### config.mk
export PLATFORM = sky130hd
export DESIGN_NAME = cdb_arbiter
export DESIGN_NICKNAME = d
export VERILOG_FILES = /design/src/rtl/cdb_arbiter.sv
export SDC_FILE = /design/constraint.sdc
export NUM_CORES = 1
export LEC_CHECK = 0
export ABC_AREA = 1
export CAP_MARGIN = 40
export CORE_ASPECT_RATIO = 1.75
export CORE_UTILIZATION = 37
export CTS_CLUSTER_SIZE = 8
export DETAILED_ROUTE_END_ITERATION = 6
export HOLD_SLACK_MARGIN = 0.1
export PLACE_DENSITY = 0.78
export SLEW_MARGIN = 30
export SYNTH_ARGS = -nofsm -noshare
export SYNTH_HDL_FRONTEND = slang
export SYNTH_SLANG_ARGS = --single-unit
### constraint.sdc
create_clock -name clk -period 1.9 [get_ports clk]
set_input_delay 0.19 -clock clk [delete_from_list [all_inputs] [get_ports clk]]
set_output_delay 0.19 -clock clk [all_outputs]
set_load 0.005 [all_outputs]
### src/rtl/cdb_arbiter.sv
// Round-robin arbiter for the common data bus: one broadcast slot per cycle shared by 4 FU result ports.
// Optional build macro CDB_PRIO0_EN gives FU 0 absolute priority over a 3-way rotation of FUs 1-3.
module cdb_arbiter #(
  parameter int DATA_W = 32,
  parameter int TAG_W  = 4
) (
  input  logic                clk,
  input  logic                rst_n,
  input  logic [3:0]          req,
  input  logic [4*TAG_W-1:0]  req_tag,
  input  logic [4*DATA_W-1:0] req_data,
  input  logic                cdb_hold,
  output logic [3:0]          gnt,
  output logic                cdb_valid,
  output logic [TAG_W-1:0]    cdb_tag,
  output logic [DATA_W-1:0]   cdb_data,
  output logic [1:0]          cdb_sel
);

  logic [1:0]        ptr_r;
  logic              cdb_valid_r;
  logic [TAG_W-1:0]  cdb_tag_r;
  logic [DATA_W-1:0] cdb_data_r;
  logic [1:0]        cdb_sel_r;

  logic              found_s;
  logic              hit_s;
  logic [1:0]        cand_s;
  logic [1:0]        win_s;
  logic [3:0]        gnt_s;

  // Winner search: first requester at or after ptr (mod 4); grant suppressed in reset or on hold.
  always_comb begin
    found_s = 1'b0;
    hit_s   = 1'b0;
    cand_s  = 2'd0;
    win_s   = 2'd0;
    gnt_s   = 4'b0000;
    if (rst_n && !cdb_hold) begin
`ifdef CDB_PRIO0_EN
      if (req[0]) begin
        found_s = 1'b1;
        win_s   = 2'd0;
      end else begin
        for (int k = 0; k < 4; k++) begin
          cand_s  = ptr_r + 2'(k);
          hit_s   = req[cand_s] && (cand_s != 2'd0) && !found_s;
          win_s   = hit_s ? cand_s : win_s;
          found_s = found_s | hit_s;
        end
      end
`else
      for (int k = 0; k < 4; k++) begin
        cand_s  = ptr_r + 2'(k);
        hit_s   = req[cand_s] && !found_s;
        win_s   = hit_s ? cand_s : win_s;
        found_s = found_s | hit_s;
      end
`endif
    end else begin
      found_s = 1'b0;
    end
    if (found_s) begin
      gnt_s[win_s] = 1'b1;
    end else begin
      gnt_s = 4'b0000;
    end
  end

  assign gnt = gnt_s;

  // Broadcast register and rotation pointer; tag/data/sel hold when no transfer occurs.
  always_ff @(posedge clk or negedge rst_n) begin
    if (!rst_n) begin
      ptr_r       <= 2'd0;
      cdb_valid_r <= 1'b0;
      cdb_tag_r   <= '0;
      cdb_data_r  <= '0;
      cdb_sel_r   <= 2'd0;
    end else if (found_s) begin
      cdb_valid_r <= 1'b1;
      cdb_tag_r   <= req_tag[int'(win_s)*TAG_W +: TAG_W];
      cdb_data_r  <= req_data[int'(win_s)*DATA_W +: DATA_W];
      cdb_sel_r   <= win_s;
`ifdef CDB_PRIO0_EN
      // FU 0 wins outside the rotation, so its transfers leave the pointer alone.
      if (win_s != 2'd0) begin
        ptr_r <= win_s + 2'd1;
      end else begin
        ptr_r <= ptr_r;
      end
`else
      ptr_r <= win_s + 2'd1;
`endif
    end else begin
      cdb_valid_r <= 1'b0;
    end
  end

  assign cdb_valid = cdb_valid_r;
  assign cdb_tag   = cdb_tag_r;
  assign cdb_data  = cdb_data_r;
  assign cdb_sel   = cdb_sel_r;

endmodule

==> results.txt, run 1 <==
* Instance count of the mapped netlist: 675
- Post-route DRC: 0
- A synthesized cell averages 5.66 um2.
- The internal power of the cells totals 0.00460 W.
- The share of total power dissipated in sequential elements is 0.189.
- Initial Util: 0.383
- The core region is 9970 um2.
* Die X: 78.8 um
- Clock latency on the worst-skew pair: 0.29 ns
* Number of H-tree branching levels: 2
- The number of antenna violations at the first check in global routing was 0.
* Critical path endpoint category: output pin
* Multi-input logic area: 2090 um2
- After the first detailed-routing iteration, the DRC count stood at 309.
* Die footprint: 10800 um2
- The number of pins with negative max-slew slack in the final report was 0.
- Startpoint type of the worst setup path: flip-flop
- Most common library cell in the layout ignoring fill and taps: nand2_1
* Placement row count: 48
- Total Power: 0.00826 W
- The worst-case IR drop observed on VDD is 0.00139 V.
* Detailed-route vias per instance: 5.03
- Maximum fanout along the worst path: 8
- Synthesis warning total: 0
- Max-cap violations in this run came to 0.
- Traced cell by cell, the critical path runs through inv_4 > nand2_2 > nand3_4 > nand2_4 > nor2_4 > buf_6 > nand2_4 > o21ai_4 > inv_2 > nand2_1 > nor2_1 > buf_2.
- In the final timing run, aggregate negative setup slack is -7.19 ns.
- Register area share after synthesis: 0.268
- Synthesis-to-finish area growth: 69.0%
- Data arrives at the worst endpoint at 1.98 ns.
- Portion of the clock cycle consumed by the worst path in the final layout: 1.14
- 1st-pass router iterations: 5
* Register-to-register path setup slack: -0.22 ns
- Vertical die dimension: 136 um
* Top post-synthesis cells by area: dfrtp_1 27%, nand2_1 25%, inv_1 15%, nand4_1 12%, nand3_1 10%
- In this run the tightest slew margin relative to its limit is 0.621.
- After the flow finishes, the layout carries non-filler instances totaling 993.
* Detailed-route wire length per cell: 14.5 um
- Source of the worst register-to-register timing path: ptr_r[0]$_DFFE_PN0P_
- Across all layers, the routed design uses 4992 vias.
- The library cells used most frequently in the layout, excluding fill and tap cells, are 234 x nand2_1, 188 x clkdlybuf4s50_1, 155 x inv_1.
- The run finished, with violations left.
* Cell repeated most along the worst path: nand2_4
- Vias in the first global route: 4596
* Clock share of power: 0.135
- Fill cells in the final layout number 883.
- Entering global routing, the biggest net connects 43 pins.
* Fin crit period: 2.17 ns
- Area used by sequential logic in the layout: 1030 um2
- Critical Path Source: ptr_r[0]$_DFFE_PN0P_
- Diode insertion count for antenna repair: 0
- Failing checks: setup timing
- Clock tree sinks: 41
* Proportion of netlist area held by the largest area contributor: 0.268
- For this block, the routed nets add up to 14400 um of wire.
* Capture point of the worst path: gnt[0]
- Across all setup checks in the final design, the least slack found is -0.266 ns.
- Summed over all instances, the cell type with the most area after synthesis is dfrtp_1.
* Reg2reg end: cdb_data[14]$_DFFE_PN0P_
- WP depth: 12
- Number of buffers on the longest clock path: 2
* Placed Cells: 972
- In this design, the stage delay of the slowest critical-path cell is 0.48 ns.
- Placer's final routability congestion estimate: 0.835
- Among all stages on the critical path, the largest delay is contributed by dfrtp_2.
* Leakage: 3.60 nW
- Total clock buffers created by CTS: 5
- Number of storage elements in the synthesis netlist: 41
- Final antenna-violating net count: 0
* Clock tree root driver cell: clkbuf_16
* Setup repair after global routing missed its margin: true
- TritonCTS built the clock tree.
- HPWL after DPL: 9770 um
* Total nets after synthesis: 826
- Maximum clock frequency: 462 MHz
- Clock-pin slew reported for the worst setup and hold paths after clock tree synthesis: 0.06 ns
- Worst r2r path cells: 15
* Final cell utilization of the core: 0.648
- Kind of cell adding the most delay to the critical path: simple AND/OR/NAND/NOR gates
- Counting distinct cell types in the post-synthesis netlist gives 19.
* Fin. Hold Viols: 0
- At the worst endpoint, the required time is 1.71 ns.
- After the last flow step, the layout net total stands at 1018.
- Tightest hold margin: 0.473 ns
* Wire length of the first global-routing pass: 21400 um
- The mapped netlist covers 3820 um2.
- Overflow left after global routing: 0
- Net Sw Frac: 0.443
* Total net switching power: 0.00366 W
* Boundary Pins: 194
- Counting both buffers and inverters, the worst setup path holds a total of 4.
* Combinational power share: 0.677
- During placement, the flow inserted port buffers numbering 193.
- Hold/Removal Path Class: reg -> reg
- On the final layout, the worst clock skew is 0.00375 ns.
* Pin slew with the least headroom to its limit: 0.569 ns
- Power density over cell area: 1280 nW/um2
- The critical path in this run is classified as reg -> out.
- Of the cells placed in the final design, the portion with a size suffix greater than 1 is 0.114.
* Setup-failing EPs final: 43
- In the global route stage, overall resource usage came out at 0.255.
[final cells by class]
cell class                 count  area share
timing repair buffer         234       0.370
multi-input combinational    424       0.323
sequential                    41       0.159
inverter                     161      0.0943
tap                          125      0.0242
clock buffer                   5      0.0194
clock inverter                 3      0.0101
[kinds of logic after synthesis]
logic type,after synthesis,share of synthesized area
AND/OR/NAND/NOR,418,0.494
buffers and inverters,210,0.228
flip-flops,41,0.268
AO/OA/AOI/OAI,6,0.00884
[per-stage QoR]
stage	cell area [um2]	setup WS [ns]
finish	6460	-0.266
global route	6460	-0.360
CTS	6240	-0.180
detailed placement	5890	-0.373
global placement	5890	-0.365
floorplan	3820	0.0675
[flip-flops by register name, indices dropped and copies added, names as in the netlist]
signal / flops
cdb_data: 32
cdb_sel: 2
cdb_tag: 4
cdb_valid: 1
ptr_r: 2
[cells in the mapped netlist]
cell type	number
buf_1	3
nor2_1	5
clkbuf_1	15
buf_2	20
dfrtp_1	41
nand4_1	73
buf_4	6
nand2_1	255
nand3_2	4
a31oi_1	1
nand2_2	4
nor2_4	1
o211ai_1	1
o21ai_1	3
nand3_1	76
inv_1	156
a21oi_1	1
buf_6	5
inv_2	5
[what timing repair did]
| action | in CTS | in global routing |
|---|---|---|
| gates resized for setup | 52 | 31 |
| hold buffers | 1 | 0 |
| setup buffers | 6 | 5 |
| endpoints found under the setup margin | 44 | 45 |
| pin swaps | 18 | 14 |
| cloned | 0 | 3 |
| hold endpoints to repair | 41 | 0 |
[power groups by stage]
| stage | logic [W] | registers [W] | clock network [W] |
|---|---|---|---|
| detailed placement | 0.00461 | 0.00154 | 0 |
| global placement | 0.00455 | 0.00155 | 0 |
| CTS | 0.00498 | 0.00155 | 0.00113 |
| floorplan | 0.00268 | 0.00155 | 0 |
| global route | 0.00602 | 0.00160 | 0.00117 |
| finish | 0.00559 | 0.00156 | 0.00111 |
[worst min path at each step]
stage / start / to / slack [ns] / cells past startpoint
5_1_grt: cdb_sel[0]$_DFFE_PN0P_ / cdb_sel[0]$_DFFE_PN0P_ / 0.49 / 2
3_3_place_gp: rst_n / cdb_tag[3]$_DFFE_PN0P_ / 0.32 / 2
3_5_place_dp: rst_n / cdb_data[12]$_DFFE_PN0P_ / 0.32 / 2
2_1_floorplan: rst_n / cdb_data[0]$_DFFE_PN0P_ / -0.11 / 0
6_report: cdb_sel[0]$_DFFE_PN0P_ / cdb_sel[0]$_DFFE_PN0P_ / 0.47 / 2
4_1_cts: cdb_sel[0]$_DFFE_PN0P_ / cdb_sel[0]$_DFFE_PN0P_ / 0.48 / 2
[worst register-to-register path: cells and delay by family, from the launching register on]
kind,cells,cell delay (ns)
buffers and inverters,3,0.47
DFF,1,0.48
and+or+nand+nor,12,1.09
[metal layers]
metal | part of all wire | vias to the layer above | track usage | wire length [um]
met2 | 0.52 | 221 | 0.446 | 7410
met3 | 0.050 | 61 | 0.0336 | 722
met4 | 0.065 | 0 | 0.178 | 931
li1 | - | 2443 | - | -
met5 | 0 | - | 0 | 0
met1 | 0.37 | 2267 | 0.281 | 5310
Note: power is estimated with default switching activity, not from simulation.
==> run 2: changes to the inputs <==
MAX_ROUTING_LAYER = met4   (was unset)
==> run 2 against run 1 <==
The flow still finishes with violations (setup timing). Flip-flop and latch count is the same. Sequential share of layout area rose by 0.23 points. Non-clock buffer count shrank 3. Largest power group unchanged. Clock skew about the same.
==> results.txt, run 2 (synthesized netlist as in run 1, its figures left out) <==
- The number of hold violations in the final report was 0.
* Clock tree from TritonCTS: done
- Using the TritonRoute via totals, the vias-per-cell ratio works out to 4.99.
- Summed over all nets, the switching power comes to 0.00357 W.
- Setup-failing EPs final: 45
- The die is 136 um tall.
- Register-to-register path setup slack: -0.23 ns
- Hold/Removal Path Class: reg -> reg
- Pin slew with the least headroom to its limit: 0.569 ns
- Total clock buffers created by CTS: 5
* Setup TNS: -7.87 ns
* Internal Power: 0.00438 W
* Wire length of the first global-routing pass: 21400 um
- Diode insertion count for antenna repair: 0
* Relative contribution of sequential cells to total power: 0.195
- HPWL after DPL: 9770 um
- STA puts the critical path data arrival time at 1.99 ns.
- Post-DP Area: 5890 um2
- The die covers 10800 um2.
* Net Sw Frac: 0.449
* Multi-input logic area: 2080 um2
* Worst slew margin relative to its limit: 0.621
- Detailed-route wire length per cell: 14.4 um
- Of the available clock period, the critical path in the final layout requires 1.15.
* Placed Cells: 972
- Setup repair after global routing missed its margin: true
- Clock-pin slew reported for the worst setup and hold paths after clock tree synthesis: 0.06 ns
* Most common library cell in the layout ignoring fill and taps: nand2_1
- Global router's overall resource usage: 0.263
- Of the total power, combinational logic draws 0.665.
* Most frequent cells in the layout: 238 x nand2_1, 188 x clkdlybuf4s50_1, 155 x inv_1
- Proportion of layout cells with a drive suffix above 1: 0.105
* Initial Util: 0.383
* Overflow left after global routing: 0
- Data on the critical path is required at its endpoint by 1.71 ns.
* Nets@finish: 1015
* Number of maximum-capacitance constraint violations: 0
- The largest individual stage delay along the critical path comes from the cell dfrtp_2.
* Clock latency on the worst-skew pair: 0.29 ns
- For the worst flop-to-flop path, the logic depth is 14.
* Die X: 78.8 um
- Placer's final routability congestion estimate: 0.853
- Result of the run: finished with violations
- Worst slack, placed: -0.373 ns
* Synthesis-to-finish area growth: 66.5%
* Clock tree skew after final layout: 0.00421 ns
* Max incr delay on CP: 0.48 ns
* Placement row count: 48
* Number of cells in the finished layout apart from fillers: 990
- The critical path in this run is classified as reg -> out.
- The critical path ends at gnt[1].
- Largest register FFs: 32
* Maximum clock frequency: 459 MHz
- In this run the power density over the cells is 1250 nW/um2.
- The tree is rooted in a clkbuf_16.
- Final antenna-violating net count: 0
- In this run the critical register-to-register path is launched from ptr_r[0]$_DFFE_PN0P_.
- Largest net degree at the start of global routing: 43
- Maximum fanout along the worst path: 8
* Fin crit period: 2.18 ns
- Cells along the critical path: inv_4 > nand2_4 > nand3_4 > inv_1 > a31oi_1 > nand3_2 > nand2_4 > nand4_1 > inv_1 > buf_2
- Summed over all layers, the routed wires come to 14300 um.
* Count of fill cells added during filler insertion: 902
- Number of buffers on the longest clock path: 2
- In this run the static leakage power is 3.56 nW.
* Post-route DRC: 0
* Via Count: 4937
- In this run the number of H-tree levels came out at 2.
- The number of antenna violations at the first check in global routing was 0.
- Boundary Pins: 194
- The core region is 9970 um2.
- The number of global-route vias before repair was 4604.
- Area used by sequential logic in the layout: 1030 um2
* Critical path endpoint category: output pin
* Max-slew violations: 0
- After layout, the worst setup slack is -0.280 ns.
- The first detailed-routing pass took 4 iterations.
- For this block, the initial DRC count from the detailed router was 323.
- STA classifies the critical path startpoint as a flip-flop.
* Buffers added on ports: 193
* Maximum vdd ir drop: 0.00145 V
- The checks that failed: setup timing.
* Final instance area: 6370 um2
* Clock share of power: 0.139
- Counting every sink on the clock net gives 41.
* Reg2reg end: cdb_data[5]$_DFFE_PN0P_
- In this run the worst setup path begins at ptr_r[0]$_DFFE_PN0P_.
[run 2: through the flow]
stage	hold WS [ns]	power [W]	util
finish	0.471	0.00795	0.639
global route	0.489	0.00851	0.639
CTS	0.480	0.00766	0.626
detailed placement	0.316	0.00615	0.591
global placement	0.320	0.00610	0.591
floorplan	-0.106	0.00423	-
[run 2: final cells by class]
class,instances,area share
Clock buffer,5,0.0197
Clock inverter,3,0.0102
Inverter,161,0.0957
Multi-Input combinational cell,424,0.327
Sequential cell,41,0.161
Tap cell,125,0.0246
Timing Repair Buffer,231,0.362
[run 2: metal layers]
metal	track usage	routed length, um	share of wire	vias up
li1	-	-	-	2434
met1	0.286	5160	0.36	2220
met2	0.445	7420	0.52	220
met3	0.0282	766	0.054	63
met4	0.178	956	0.067	0
met5	-	0	0	-
[run 2: power groups by stage]
stage / clock network [W] / logic [W] / registers, W
after global routing: 0.00117 / 0.00574 / 0.00160
after global placement: 0 / 0.00455 / 0.00155
after floorplan: 0 / 0.00268 / 0.00155
after CTS: 0.00113 / 0.00498 / 0.00155
final: 0.00111 / 0.00529 / 0.00155
after detailed placement: 0 / 0.00461 / 0.00154
[run 2: critical path: cells and delay by family, from the launching register on]
kind	cells	cell delay, ns
flops	1	0.48
buf+inv	4	0.36
compound gates	1	0.26
simple gates	5	0.59
[run 2: timing repair]
action	CTS	global route
pin swaps	18	12
hold endpoints to repair	41	0
endpoints found under the setup margin	44	45
resized for setup	52	19
cloned	0	2
setup buffers	6	2
hold buffers	1	0
[run 2: worst min-delay path by stage]
stage	start	end	slack, ns	cells past startpoint
2_1_floorplan	rst_n	cdb_data[0]$_DFFE_PN0P_	-0.11	0
3_3_place_gp	rst_n	cdb_tag[3]$_DFFE_PN0P_	0.32	2
3_5_place_dp	rst_n	cdb_data[12]$_DFFE_PN0P_	0.32	2
4_1_cts	cdb_sel[0]$_DFFE_PN0P_	cdb_sel[0]$_DFFE_PN0P_	0.48	2
5_1_grt	cdb_sel[0]$_DFFE_PN0P_	cdb_sel[0]$_DFFE_PN0P_	0.49	2
6_report	cdb_sel[0]$_DFFE_PN0P_	cdb_sel[0]$_DFFE_PN0P_	0.47	2
